$ cat src/rtl/ram_block_mover.sv
// Block-transfer engine for the 16K x 16 data RAM: copies a run of words
// (memmove semantics, direction chosen to survive overlap) or fills a region.
module ram_block_mover (
  input  logic        CLK,
  input  logic        reset,
  input  logic        start,
  input  logic        fill,
  input  logic [13:0] src,
  input  logic [13:0] dst,
  input  logic [14:0] len,
  input  logic [15:0] fill_value,
  output logic        busy,
  output logic        done,
  output logic [13:0] ram_address,
  output logic [15:0] ram_in,
  output logic        ram_load,
  input  logic [15:0] ram_out
);

  typedef enum logic [1:0] {
    S_IDLE  = 2'd0,
    S_READ  = 2'd1,
    S_WRITE = 2'd2,
    S_DONE  = 2'd3
  } state_t;

  state_t      r_state;
  logic [13:0] r_sp;
  logic [13:0] r_dp;
  logic [14:0] r_cnt;
  logic [15:0] r_buf;
  logic [15:0] r_fill_value;
  logic        r_fill;
  logic        r_back;

  logic [13:0] w_diff;
  logic [13:0] w_len_m1;
  logic        w_back;

  // Copy backward only when the destination starts inside the source run.
  assign w_diff   = dst - src;
  assign w_len_m1 = 14'(len - 15'd1);
  assign w_back   = !fill && (w_diff != 14'd0) && ({1'b0, w_diff} < len);

  always_ff @(posedge CLK) begin
    if (reset) begin
      r_state      <= S_IDLE;
      r_sp         <= '0;
      r_dp         <= '0;
      r_cnt        <= '0;
      r_buf        <= '0;
      r_fill_value <= '0;
      r_fill       <= 1'b0;
      r_back       <= 1'b0;
    end else begin
      case (r_state)
        S_IDLE: begin
          if (start) begin
            r_fill       <= fill;
            r_fill_value <= fill_value;
            r_cnt        <= len;
            r_back       <= w_back;
            if (w_back) begin
              r_sp <= src + w_len_m1;
              r_dp <= dst + w_len_m1;
            end else begin
              r_sp <= src;
              r_dp <= dst;
            end
            if (len == 15'd0)
              r_state <= S_DONE;
            else if (fill)
              r_state <= S_WRITE;
            else
              r_state <= S_READ;
          end
        end
        S_READ: begin
          r_buf   <= ram_out;
          r_state <= S_WRITE;
        end
        S_WRITE: begin
          if (r_back) begin
            r_sp <= r_sp - 14'd1;
            r_dp <= r_dp - 14'd1;
          end else begin
            r_sp <= r_sp + 14'd1;
            r_dp <= r_dp + 14'd1;
          end
          r_cnt <= r_cnt - 15'd1;
          if (r_cnt == 15'd1)
            r_state <= S_DONE;
          else if (r_fill)
            r_state <= S_WRITE;
          else
            r_state <= S_READ;
        end
        default: r_state <= S_IDLE;
      endcase
    end
  end

  assign busy = (r_state == S_READ) || (r_state == S_WRITE);
  assign done = (r_state == S_DONE);

  always_comb begin
    ram_address = 14'd0;
    ram_in      = 16'd0;
    case (r_state)
      S_READ:  ram_address = r_sp;
      S_WRITE: begin
        ram_address = r_dp;
        ram_in      = r_fill ? r_fill_value : r_buf;
      end
      default: ;
    endcase
  end

  // Masking with reset makes an abort take effect in the very cycle it is
  // raised, so the write that would land on that edge is suppressed.
  assign ram_load = (r_state == S_WRITE) && !reset;

endmodule
$ cat config.mk
export PLATFORM = sky130hd
export DESIGN_NAME = ram_block_mover
export DESIGN_NICKNAME = d
export VERILOG_FILES = /design/src/rtl/ram_block_mover.sv
export SDC_FILE = /design/constraint.sdc
export NUM_CORES = 1
export LEC_CHECK = 0
export CAP_MARGIN = 15
export CORE_MARGIN = 10
export CORE_UTILIZATION = 60
export CTS_BUF_LIST = sky130_fd_sc_hd__clkbuf_4 sky130_fd_sc_hd__clkbuf_8 sky130_fd_sc_hd__clkbuf_16
export CTS_CLUSTER_DIAMETER = 200
export DETAILED_ROUTE_END_ITERATION = 7
export PLACE_DENSITY = 0.92
export SLEW_MARGIN = 20
export SYNTH_ARGS = -nofsm -noshare
export SYNTH_HDL_FRONTEND = slang
export SYNTH_SLANG_ARGS = --single-unit
export TNS_END_PERCENT = 10
$ cat constraint.sdc
create_clock -name CLK -period 10.66 [get_ports CLK]
set_input_delay 3.198 -clock CLK [delete_from_list [all_inputs] [get_ports CLK]]
set_output_delay 3.198 -clock CLK [all_outputs]
set_load 0.02 [all_outputs]
==> results.sh <==
export IMPL_place_hpwl_um=17400
export IMPL_yosysTopAreaCellShare_pct=20.9
export IMPL_finalSetupViolations=0
export IMPL_grt_max_degree=78
export IMPL_crit_arrival_ns=7.97
export IMPL_startpoint="dst[0]"
export IMPL_dr_first_iter_drc_count=836
export IMPL_met2_usage_pct=40.1
export IMPL_ys_warn_count=0
export IMPL_drive_above_1_share_pct=3.79
export IMPL_start_kind="primary input"
export IMPL_drc_errors=0
export IMPL_wire_per_inst_um=18.4
export IMPL_insertion_delay_ns=0.35
export IMPL_vdd_ir_drop_max_v=0.0000784
export IMPL_place_congestion=0.926
export IMPL_max_freq_mhz=129
export IMPL_place_port_buffers=111
export IMPL_intPower_uw=866
export IMPL_placedCellCount=1234
export IMPL_finalCoreUtilization_pct=74.8
export IMPL_dieArea_sq_mm=0.0175
export IMPL_postCtsSetupRepairBufs=0
export IMPL_row_count=40
export IMPL_crit_path_end="r_dp[13]"
export IMPL_grt_pass1_wl_um=37000
export IMPL_drv_cap=0
export IMPL_r2r_cells=9
export IMPL_r2r_start="r_state[0]"
export IMPL_yosys_top_cells_area="dfxtp_1 (21%), ha_1 (14%), mux2i_1 (6.5%)"
export IMPL_skew_ns=0.00975
export IMPL_ys_ff_latch=79
export IMPL_use_met1_pct=31.1
export IMPL_min_path_type="flop to flop"
export IMPL_via_count=7927
export IMPL_share_comb_of_total_power_pct=46.3
export IMPL_syn_area_sq_mm=0.00758
export IMPL_fin_ws_ns=2.92
export IMPL_overflow=0
export IMPL_vias_per_cell=6.34
export IMPL_status="completed"
export IMPL_whs_ns=0.457
export IMPL_die_y_um=132
export IMPL_nets=1244
export IMPL_place_area_sq_mm=0.00879
export IMPL_pre_cts_ws_ns=2.60
export IMPL_synth_cells=987
export IMPL_setup_tns_ns=0
export IMPL_r2r_setup_slack_ns=6.65
export IMPL_antenna_found_initial=0
export IMPL_use_met3_pct=4.76
export IMPL_cts_buffers=9
export IMPL_p_per_area_mw_per_mm2=159
export IMPL_final_cell_mix="clkdlybuf4s50_1 (110), nor2_1 (107), nand2_1 (83), a21oi_1 (83), ha_1 (82)"
export IMPL_fin_area_sq_mm=0.00913
export IMPL_layout_min_cycle_time_ns=7.74
export IMPL_antenna_cells=0
export IMPL_seq_area_frac_synth_pct=20.9
export IMPL_report_final_hold_viol_count=0
export IMPL_core_sq_mm=0.0122
export IMPL_ioPinCount=112
export IMPL_crit_path_max_fanout=29
export IMPL_grt_pass1_vias=7779
export IMPL_synthFlopType="dfxtp_1"
export IMPL_dr_pass1_iters=5
export IMPL_htreeDepth=3
export IMPL_rsz0062_at_grt="no"
export IMPL_final_common_cell="clkdlybuf4s50_1"
export IMPL_cts_max_path_buffers=2
export IMPL_synth_edf_count=0
export IMPL_cts_tree="done"
export IMPL_die_w_um=132
export IMPL_clkPwrFrac_pct=25.2
export IMPL_fin_crit_sh_pct=72.6
export IMPL_postSynthAreaPerCell_sq_um=7.68
export IMPL_synthArstFlopShare_pct=0
export IMPL_grt_busiest_layer="met2"
export IMPL_total_power_mw=1.45
export IMPL_grt_usage_pct=24.7
export IMPL_tightest_slew_ns=1.11
export IMPL_initial_utilization_pct=62.1
export IMPL_worstPathRequired_ns=10.89
export IMPL_critPathKind="primary input to flop"
export IMPL_final_cells=1250
export IMPL_cts_root_buf="clkbuf_16"
export IMPL_ctsHoldBuffers=0
export IMPL_cts_resized=0
export IMPL_ant_nets=0
export IMPL_syn_to_final_growth_pct=20.5
export IMPL_max_slew_margin_rel_pct=25.7
export IMPL_slew_viol_final=0
export IMPL_wl_um=22900
export IMPL_clk_pin_slew_ns=0.07
export IMPL_end_kind="flop"
export IMPL_synth_top_area_cell="dfxtp_1"
export IMPL_switchingPower_uw=584
export IMPL_power_leakage_nw=3.70
export IMPL_synth_fp_nets=1154
export IMPL_seqPwrFrac_pct=28.4
export IMPL_r2r_end="r_sp[12]"
export IMPL_p_sw_share_pct=40.3
export IMPL_ys_types=69
export IMPL_cts_sinks=79
[synth_stat cells, types with 6 or more instances]
master / number
or3_1: 8
a31oi_1: 12
xor2_1: 18
a22oi_1: 23
nor2b_1: 27
nand3_1: 14
o21a_1: 7
a22o_1: 9
clkbuf_1: 24
o211ai_1: 7
o2111ai_1: 6
a211oi_1: 20
buf_1: 11
nand2_1: 83
a21oi_1: 83
nor2_1: 107
xnor2_1: 43
nand2b_1: 14
o21ai_1: 8
o22ai_1: 18
or2_2: 6
dfxtp_1: 79
o21ai_0: 49
a21o_1: 16
ha_1: 83
inv_1: 51
mux2i_1: 49
nor3_1: 29
[registers in the layout, summed over array words and instances (netlist names)]
signal / flops
r_sp: 14
r_cnt: 15
r_back: 1
r_fill_value: 16
r_state: 2
r_fill: 1
r_buf: 16
r_dp: 14
[layer usage]
layer	up-vias	wire [um]
met4	0	679
met1	3695	9840
met3	56	1840
met2	396	10600
li1	3780	-
met5	-	0
[final cells by class]
cell class              count  area (sq um)
flip-flops and latches     79          1580
inverters                  52           195
well taps                 168           210
clock buffers              10           233
repair buffers            118          1160
fillers                   896          3080
multi-input cells         817          5640
clock inverters             6           115
[how the worst min path moves through the flow]
stage	end	slack [ns]	from	depth (start not counted)
floorplan	r_fill_value[0]	0.44	r_fill_value[0]	2
global placement	r_fill_value[14]	0.44	r_fill_value[14]	2
detailed placement	r_fill_value[7]	0.45	r_fill_value[7]	2
CTS	r_fill_value[4]	0.46	r_fill_value[4]	2
global route	r_fill_value[4]	0.47	r_fill_value[4]	2
finish	r_fill_value[3]	0.46	r_fill_value[3]	2
[power by group through the flow]
stage	combinational, mW	sequential, mW	clock (mW)
after floorplan	0.491	0.394	0
after global placement	0.630	0.411	0
after detailed placement	0.650	0.414	0
after CTS	0.658	0.408	0.365
after global routing	0.738	0.418	0.376
final	0.672	0.412	0.366
[critical path, stage by stage]
cell,delay [ns]
clkdlybuf4s50_1,0.53
inv_1,0.06
ha_1,0.20
fa_1,0.40
nand2b_1,0.19
a21oi_2,0.28
o21ai_0,0.13
o2bb2ai_1,0.15
xnor2_1,0.21
ha_1,0.29
a21o_1,0.16
a21o_1,0.17
a21oi_1,0.14
o211ai_1,0.10
a41oi_1,0.31
o31ai_4,0.25
buf_4,0.31
nor4b_1,0.45
xor2_1,0.12
o311a_1,0.31
[kinds of logic after synthesis]
logic type / after synthesis / synth area share, %
buffers and inverters: 91 / 4.75
DFF: 79 / 20.9
and+or+nand+nor: 321 / 20.1
xor gates and xnor gates: 61 / 7.05
AOI/OAI and AO/OA: 298 / 25.8
adders and majority gates: 88 / 15.0
muxes: 49 / 6.47
Note: power is estimated with default switching activity, not from simulation.
